`src/rtl/dlfloat_mul_arbiter.sv`:
```
// dlfloat_mul_arbiter
//   Shares one combinational DLFloat16 multiplier between NREQ requesters.
//   A round-robin arbiter picks a requester while idle, its operands are
//   registered onto mul_a/mul_b, the product on mul_sum is captured after
//   MUL_LAT cycles and handed back over a per-requester valid/ready pair.
//   No floating-point math happens here; mul_sum is passed through verbatim.
//
// Ports
//   clk, rst_n              clock (rising edge), async active-low reset
//   req_valid/req_ready     per-requester operand handshake (ready one-hot)
//   req_a/req_b             packed operands, requester i at [16i+15:16i]
//   resp_valid/resp_ready   per-requester result handshake (valid one-hot)
//   resp_data/resp_id       captured product and owning requester index
//   mul_a/mul_b/mul_sum     registered operands to / result from the multiplier
//   busy                    high while an operation is in flight
//   ops_done                wrapping count of completed response handshakes
module dlfloat_mul_arbiter #(
  parameter int NREQ    = 2,
  parameter int MUL_LAT = 1,
  parameter int IDW     = 3
) (
  input  logic                 clk,
  input  logic                 rst_n,
  input  logic [NREQ-1:0]      req_valid,
  output logic [NREQ-1:0]      req_ready,
  input  logic [16*NREQ-1:0]   req_a,
  input  logic [16*NREQ-1:0]   req_b,
  output logic [NREQ-1:0]      resp_valid,
  input  logic [NREQ-1:0]      resp_ready,
  output logic [15:0]          resp_data,
  output logic [IDW-1:0]       resp_id,
  output logic [15:0]          mul_a,
  output logic [15:0]          mul_b,
  input  logic [15:0]          mul_sum,
  output logic                 busy,
  output logic [15:0]          ops_done
);

  localparam int LW = $clog2(MUL_LAT + 1);

  typedef enum logic [1:0] {IDLE, EXEC, RESP} state_e;

  state_e              state_q, state_d;
  logic [IDW-1:0]      last_grant;
  logic [LW-1:0]       lat_cnt;
  logic [15:0]         ops_done_q;

  logic [2*NREQ-1:0]   vld_dbl;
  logic [NREQ-1:0]     vld_rot;
  logic                gnt_found;
  logic [IDW-1:0]      gnt_idx;
  logic [15:0]         sel_a, sel_b;
  logic                req_hs, resp_hs, cap;

  // Stage: round-robin arbitration (search starts just after last_grant)
  always_comb begin
    // Doubling the vector lets a plain shift perform the modulo rotation.
    vld_dbl   = {req_valid, req_valid};
    vld_rot   = NREQ'(vld_dbl >> (last_grant + IDW'(1)));
    gnt_found = 1'b0;
    gnt_idx   = '0;
    for (int j = 0; j < NREQ; j++) begin
      if (!gnt_found && vld_rot[j]) begin
        gnt_found = 1'b1;
        gnt_idx   = IDW'((int'(last_grant) + 1 + j) % NREQ);
      end
    end
  end

  always_comb begin
    sel_a = '0;
    sel_b = '0;
    for (int j = 0; j < NREQ; j++) begin
      if (gnt_idx == IDW'(j)) begin
        sel_a = req_a[16*j +: 16];
        sel_b = req_b[16*j +: 16];
      end
    end
  end

  assign req_hs     = (state_q == IDLE) && gnt_found;
  // rst_n gating keeps req_ready low while reset is held, even with requests pending.
  assign req_ready  = (rst_n && req_hs) ? (NREQ'(1) << gnt_idx) : '0;
  assign resp_valid = (state_q == RESP) ? (NREQ'(1) << resp_id) : '0;
  assign resp_hs    = (state_q == RESP) && |(resp_ready & resp_valid);
  assign cap        = (state_q == EXEC) && (lat_cnt == LW'(1));
  assign busy       = (state_q != IDLE);
  assign ops_done   = ops_done_q;

  always_comb begin
    state_d = state_q;
    unique case (state_q)
      IDLE:    if (req_hs)  state_d = EXEC;
      EXEC:    if (cap)     state_d = RESP;
      RESP:    if (resp_hs) state_d = IDLE;
      default:              state_d = IDLE;
    endcase
  end

  // Stage: control registers
  always_ff @(posedge clk or negedge rst_n) begin
    if (!rst_n) begin
      state_q    <= IDLE;
      last_grant <= IDW'(NREQ - 1);
      lat_cnt    <= '0;
      ops_done_q <= '0;
    end else begin
      state_q <= state_d;
      if (req_hs) begin
        last_grant <= gnt_idx;
        lat_cnt    <= LW'(MUL_LAT);
      end else if (state_q == EXEC) begin
        lat_cnt <= lat_cnt - LW'(1);
      end
      if (resp_hs) ops_done_q <= ops_done_q + 16'd1;
    end
  end

  // Stage: operand and result registers
  always_ff @(posedge clk or negedge rst_n) begin
    if (!rst_n) begin
      mul_a     <= '0;
      mul_b     <= '0;
      resp_id   <= '0;
      resp_data <= '0;
    end else begin
      if (req_hs) begin
        mul_a   <= sel_a;
        mul_b   <= sel_b;
        resp_id <= gnt_idx;
      end
      // Sampled only on the last EXEC cycle so earlier multiplier glitches are ignored.
      if (cap) resp_data <= mul_sum;
    end
  end

endmodule
```
`config.mk`:
```
export PLATFORM = sky130hd
export DESIGN_NAME = dlfloat_mul_arbiter
export DESIGN_NICKNAME = d
export VERILOG_FILES = /design/src/rtl/dlfloat_mul_arbiter.sv
export SDC_FILE = /design/constraint.sdc
export NUM_CORES = 1
export LEC_CHECK = 0
export ABC_AREA = 1
export CAP_MARGIN = 30
export CORE_MARGIN = 1.5
export CORE_UTILIZATION = 31
export CTS_CLUSTER_DIAMETER = 200
export CTS_CLUSTER_SIZE = 40
export DETAILED_ROUTE_END_ITERATION = 6
export PLACE_DENSITY = 0.74
export SYNTH_ARGS = -nofsm -noshare
export SYNTH_HDL_FRONTEND = slang
export SYNTH_SLANG_ARGS = --single-unit
```
`constraint.sdc`:
```
create_clock -name clk -period 1.7 [get_ports clk]
set_input_delay 0.17 -clock clk [delete_from_list [all_inputs] [get_ports clk]]
set_output_delay 0.17 -clock clk [all_outputs]
set_load 0.02 [all_outputs]
```
==> results of run 1 <==
-- placed cells by master, fill, tap and decap left out, drive strengths merged --
| cell type | instances |
|---|---|
| a21o | 1 |
| a31oi | 32 |
| buf | 13 |
| clkbuf | 10 |
| clkdlybuf4s50 | 148 |
| clkinv | 3 |
| clkinvlp | 3 |
| conb | 2 |
| dfrtp | 68 |
| dfstp | 1 |
| dlygate4sd2 | 3 |
| dlymetal6s2s | 1 |
| ha | 1 |
| inv | 17 |
| mux2 | 16 |
| nand2 | 113 |
| nand3 | 9 |
| nand4 | 5 |
| nor2 | 52 |
| nor3 | 2 |
| o21ai | 9 |
| xnor2 | 8 |
| xor2 | 2 |
-- flip-flops by register name, indices dropped and copies added, names as in the netlist --
signal	cells
resp_id	1
last_grant	1
resp_data	16
lat_cnt	1
mul_b	16
mul_a	16
state_q	2
ops_done	16
-- power by group through the flow --
stage	clock [uW]	combinational [uW]	sequential [uW]
2_1_floorplan	0	1630	3600
3_3_place_gp	0	4350	2810
3_5_place_dp	0	4420	2840
4_1_cts	1200	4400	2820
5_1_grt	1270	4700	2920
6_report	1150	4330	2810
-- timing repair --
item / in CTS / in global routing
setup buffers: 0 / 0
pin swaps: 0 / 0
endpoints found under the setup margin: 5 / 3
hold buffers: 0 / 0
resized for setup: 9 / 5
-- worst paths after layout --
kind,cells after the start,from,endpoint
setup / recovery,1,ops_done[0],ops_done[0]
setup reg to reg,6,ops_done[0],ops_done[8]
hold reg to reg,2,last_grant[0],last_grant[0]
max in group asynchronous,2,rst_n,mul_b[4]
min in group clk,3,req_a[25],mul_a[9]
hold / removal,2,rst_n,resp_data[5]
-- area by class of cell --
| class | instances | area, um2 |
|---|---|---|
| clock buffer | 9 | 123.9 |
| clock inverter | 6 | 41.29 |
| fill | 928 | 4850 |
| inverter | 17 | 63.81 |
| multi-input combinational | 252 | 1301 |
| sequential | 69 | 1728 |
| tap | 133 | 166.4 |
| timing repair buffer | 166 | 1635 |
-- metrics by stage --
stage | cells | utilization [%] | power, uW | cell area [um2] | setup slack [ns]
floorplan | 356 | - | 5230 | 3207 | 0.1038
CTS | 652 | 51.00 | 8421 | 5054 | 0.01377
finish | 652 | 51.06 | 8291 | 5060 | 0.1050
global route | 652 | 51.06 | 8890 | 5060 | 0.0001668
detailed placement | 637 | 49.43 | 7258 | 4898 | -0.1712
global placement | 637 | 49.43 | 7159 | 4898 | -0.08769
-- cell families (layout without fill, tap and decap cells) --
| kind of cell | count (synthesis) | count (layout) | synth area share (%) |
|---|---|---|---|
| flops | 69 | 69 | 53.95 |
| simple gates | 181 | 181 | 22.42 |
| buf+inv | 35 | 198 | 5.703 |
| xor+xnor | 10 | 10 | 2.735 |
| other cells | 1 | 2 | 0.1171 |
| compound gates | 42 | 42 | 8.008 |
| fa+ha+maj | 1 | 1 | 0.3906 |
| mux | 16 | 16 | 6.680 |
-- metal layers --
layer | track usage, % | up-vias
li1 | - | 1470
met1 | 19.28 | 1355
met2 | 26.69 | 119
met3 | 6.238 | 10
met4 | 5.382 | 0
met5 | 0 | -
==> impl_metrics.csv, run 1 <==
group,metric,value,unit
yosys,synth_area_leaders,"dfrtp_1, nand2_1, a31oi_1",
pwr,seq_power_share,33.9,%
die,initial_core_util,32.32,%
clock_network,clk_latency,0.34,ns
sta,layout_min_cycle_time,1.595,ns
grt,antenna_found_initial,0,
pwr,p_comb_share,52.2,%
yosys,synth-main-ff-cell,"dfrtp_1",
pwr,power_density,1639,nW/um2
clock_network,clock_tree.buffer_depth,2,
routing,m1WireLength,3.581,mm
setup_path,crit_buf_inv,1,
place,portBuffers,155,
routing,wl_met2,4.008,mm
setup_path,crit_chain,"clkdlybuf4s50_1",
setup_path,crit_fanout,5,
die,die_w,104.7,um
routing,drt_first_pass_iters,4,
routing,drc,0,
routing,met3_length,688,um
routing,via_count,2954,
grt,grt.total_usage,16.16,%
routing,first_iter_violations,65,
yosys,synth.most_common_cell,"nand2_1",
yosys,avgSynthCellArea,9.023,um2
routing,via_per_inst,4.531,
grt,grt_max_degree,70,
setup_path,crit_path_start_kind,"register",
pwr,sw_frac_of_total,39.48,%
sta,finalSetupTns,0,ns
clock_network,htree_levels,3,
sta,timing.fmax,626.9,MHz
sta,fin_crit_sh,93.83,%
finish,nets,602,
grt,grt_pass1_wl,13.97,mm
clock_network,cts_inserted_buffers,9,
finish,final_layout_size_suffix_gt1_share,10.21,%
pwr,p_int,5018,uW
finish,area_delta_synth_final,57.97,%
die,dieArea,10950,um2
clock_network,cts.sinks,69,
yosys,synthCells,355,
setup_path,crit_slowest_cell,"clkdlybuf4s50_1",
yosys,synthDistinctLibCells,25,
pwr,clockPowerShare,13.9,%
yosys,synth-edff-count,0,
setup_path,reg2reg_slack,0.17,ns
sta,finalHoldViolations,0,
sta,worst_pin_slew,0.8491,ns
routing,wl,8.391,mm
yosys,yosysWarnings,0,
sta,slew_viol_final,0,
yosys,async_reset_ff_share,100.0,%
run,drv_cap,0,
die,rows,36,
yosys,ys_top_cells_by_count,"nand2_1, dfrtp_1, nor2_1",
setup_path,cpPeakStageDelay,0.64,ns
yosys,syn_area,3203,um2
sta,finalClockSkew,0.005771,ns
setup_path,required,1.53,ns
finish,n_antenna_cell,0,
sta,whs,0.03807,ns
yosys,synth_area_leader_cell,"dfrtp_1",
routing,highest_layer,"met4",
min_path,hp-class,"in -> async",
setup_path,crit_type,"reg -> out",
setup_path,crit_path_end_kind,"output port",
clock_network,tritoncts,"built",
sta,setup_viol,0,
setup_path,crit_arrival,1.43,ns
sta,relSlewSlack,43.39,%
pwr,power_switching,3273,uW
routing,antenna_left,0,
yosys,synth_top_area_share,53.13,%
sta,rsz0062_at_grt,"false",
clock_network,clk_pin_slew,0.08,ns
grt,grt_overflow,0,
clock_network,root_buffer,"clkbuf_8",
status,status,"completed",
pwr,irDropWorstVdd,717.7,uV
place,dp_hpwl,6.257,mm
die,die_h,104.7,um
routing,detail_route.wl_per_cell,12.87,um
yosys,yosysSeqAreaShare,53.95,%
yosys,ys_seq_elements,69,
setup_path,path_delay_family,"buffers and inverters",
grt,grt_pass1_vias,2931,
place,place_congestion,0.8441,
die,core,9910,um2
pwr,leakagePower,0.002165,uW
die,io_pins,158,
Power figures use the tool's default switching activity.
==> run 2: changes to the inputs <==
--- a/config.mk
+++ b/config.mk
@@ -5,14 +5,13 @@
 export SDC_FILE = /design/constraint.sdc
 export NUM_CORES = 1
 export LEC_CHECK = 0
-export ABC_AREA = 1
 export CAP_MARGIN = 30
 export CORE_MARGIN = 1.5
 export CORE_UTILIZATION = 31
 export CTS_CLUSTER_DIAMETER = 200
 export CTS_CLUSTER_SIZE = 40
 export DETAILED_ROUTE_END_ITERATION = 6
-export PLACE_DENSITY = 0.74
+export PLACE_DENSITY = 0.75
 export SYNTH_ARGS = -nofsm -noshare
 export SYNTH_HDL_FRONTEND = slang
 export SYNTH_SLANG_ARGS = --single-unit
==> run 2 against run 1 <==
Against the previous run: synthesized area shrank 5.4%; cell area shrank 1.3%; register-to-register slack lost 0.04 ns; synthesized cell count shrank 27%; maximum frequency shrank 0.52%; critical path type unchanged; critical endpoint is now ops_done[3]; highest routed layer unchanged.
==> impl_metrics.csv, run 2 <==
group,metric,value,unit
status,status,"completed",
routing,drc,0,
clock_network,clock_tree.buffer_depth,2,
sta,fin_crit_sh,94.31,%
pwr,leakagePower,0.002094,uW
clock_network,clk_pin_slew,0.08,ns
sta,finalHoldViolations,0,
setup_path,path_delay_family,"buffers and inverters",
clock_network,tritoncts,"built",
setup_path,crit_fanout,5,
clock_network,clk_latency,0.33,ns
setup_path,regToRegStartpoint,"state_q[0]",
finish,area_delta_synth_final,64.75,%
grt,grt.met1_usage,18.86,%
yosys,synthCells,258,
routing,via_count,2506,
setup_path,crit_arrival,1.43,ns
routing,wl,7.630,mm
routing,via_per_inst,4.507,
setup_path,crit_cells,2,
grt,grt_max_degree,70,
sta,layout_min_cycle_time,1.603,ns
routing,first_iter_violations,50,
yosys,async_reset_ff_share,100.0,%
clock_network,cts_inserted_buffers,9,
grt,busiest_layer,"met2",
die,die_h,101.9,um
die,die_w,101.9,um
routing,detail_route.wl_per_cell,13.72,um
grt,grt.total_usage,15.21,%
yosys,synth.most_common_cell,"dfrtp_1",
min_path,hp-class,"in -> async",
finish,layout_commonest_cell,"clkdlybuf4s50_1",
grt,grt_overflow,0,
setup_path,crit_path_end_kind,"output port",
pwr,power_density,1688,nW/um2
setup_path,ff2ff_path_depth,4,
run,drv_cap,0,
die,io_pins,158,
finish,fin_util,53.30,%
yosys,syn_area,3032,um2
setup_path,required,1.53,ns
yosys,synth_top_area_share,56.13,%
yosys,yosysWarnings,0,
clock_network,cts.sinks,69,
setup_path,crit_type,"reg -> out",
place,dp_hpwl,5.647,mm
grt,grt_pass1_wl,12.36,mm
yosys,synth-main-ff-cell,"dfrtp_1",
setup_path,cpPeakStageDelay,0.60,ns
setup_path,crit_chain,"buf_4 > clkdlybuf4s50_1",
yosys,synthDistinctLibCells,31,
yosys,synthXorXnorAreaFrac,4.333,%
sta,timing.fmax,623.7,MHz
die,initial_core_util,32.35,%
grt,antenna_found_initial,0,
sta,relSlewSlack,41.33,%
sta,worst_pin_slew,0.8800,ns
yosys,synth_top_family_by_area,"multiplexers",
setup_path,crit_start,"ops_done[3]",
clock_network,htree_levels,3,
yosys,yosys.area_share.adder,0.4127,%
yosys,ys_top_cells_by_count,"dfrtp_1, nor2_1, a21oi_1, mux2i_1, mux2_2",
finish,final_layout_size_suffix_gt1_share,13.11,%
setup_path,crit_path_start_kind,"register",
place,place_congestion,0.7171,
sta,setup_viol,0,
pwr,irDropWorstVdd,736.1,uV
clock_network,root_buffer,"clkbuf_8",
yosys,synthMuxAreaShare,17.21,%
grt,grt_pass1_vias,2511,
yosys,synth-simple-area-share,11.06,%
place,portBuffers,155,
routing,antenna_left,0,
die,dieArea,10380,um2
sta,rsz0062_at_grt,"false",
die,core,9371,um2
yosys,avgSynthCellArea,11.75,um2
routing,drt_first_pass_iters,6,
yosys,synth_compound_area_share,6.975,%
sta,slew_viol_final,0,
yosys,synth_area_leader_cell,"dfrtp_1",
setup_path,crit_slowest_cell,"clkdlybuf4s50_1",
yosys,ys_seq_elements,69,
grt,use_met3,4.856,%
die,rows,35,
yosys,synth_area_leaders,"dfrtp_1, mux2i_1, mux2_2",
finish,n_antenna_cell,0,
pwr,power,8429,uW
grt,use_met2,25.64,%
sta,finalClockSkew,0.009764,ns
finish,nets,509,
yosys,yosysSeqAreaShare,57.00,%
yosys,synth-edff-count,0,
finish,final_cell_mix,"clkdlybuf4s50_1, dfrtp_1, nor2_1",
setup_path,crit_buf_inv,2,
[run 2: per-layer routing]
layer	wire length [um]	up-vias	share of wire, %
met4	84	0	1.1
met3	589	10	7.7
li1	-	1211	-
met5	0	-	0
met1	3104	1197	41
met2	3852	88	50
[run 2: what timing repair did]
item | in CTS | in global routing
resized for setup | 7 | 10
endpoints found under the setup margin | 5 | 25
hold buffers | 0 | 0
buffers inserted | 0 | 1
gates cloned | 0 | 0
[run 2: worst paths after layout]
check                           endpoint  slack, ns
min reg2reg                 ops_done[15]       0.48
max reg2reg                 ops_done[10]       0.13
min                         resp_data[6]       0.08
min in group clk           resp_data[11]       0.45
max in group asynchronous       mul_a[1]       1.03
max                          ops_done[3]        0.1
[run 2: power breakdown]
part | internal (uW) | leakage, uW | switching, uW
registers | 2350 | 0.000811 | 415
logic | 2050 | 0.00116 | 2090
clock network | 909 | 0.000120 | 616
[run 2: cells by family (layout without fill, tap and decap cells)]
logic type | after synthesis | count (layout)
DFF | 69 | 69
and+or+nand+nor | 66 | 66
muxes | 50 | 50
AOI/OAI and AO/OA | 40 | 40
buffers and inverters | 16 | 184
xor gates and xnor gates | 15 | 15
adders and majority gates | 1 | 1
other | 1 | 2
[run 2: final cells by class]
| class | count | area [um2] |
|---|---|---|
| multi-input combinational | 174 | 1235 |
| fill | 872 | 4377 |
| clock inverter | 5 | 82.58 |
| timing repair buffer | 166 | 1629 |
| inverter | 2 | 7.507 |
| tap | 129 | 161.4 |
| sequential | 69 | 1728 |
| clock buffer | 11 | 151.4 |
[run 2: per-stage QoR]
step                hold slack (ns)  setup TNS [ns]  setup WS (ns)  area (um2)  cells
floorplan                   -0.1256               0         0.1171        3035    259
global placement             0.4639         -0.1103       -0.08321        4751    539
detailed placement           0.4724         -0.9144       -0.07947        4751    539
CTS                          0.1166               0       0.007697        4986    555
global route                 0.1570               0        0.01447        4995    556
finish                      0.08023               0        0.09670        4995    556
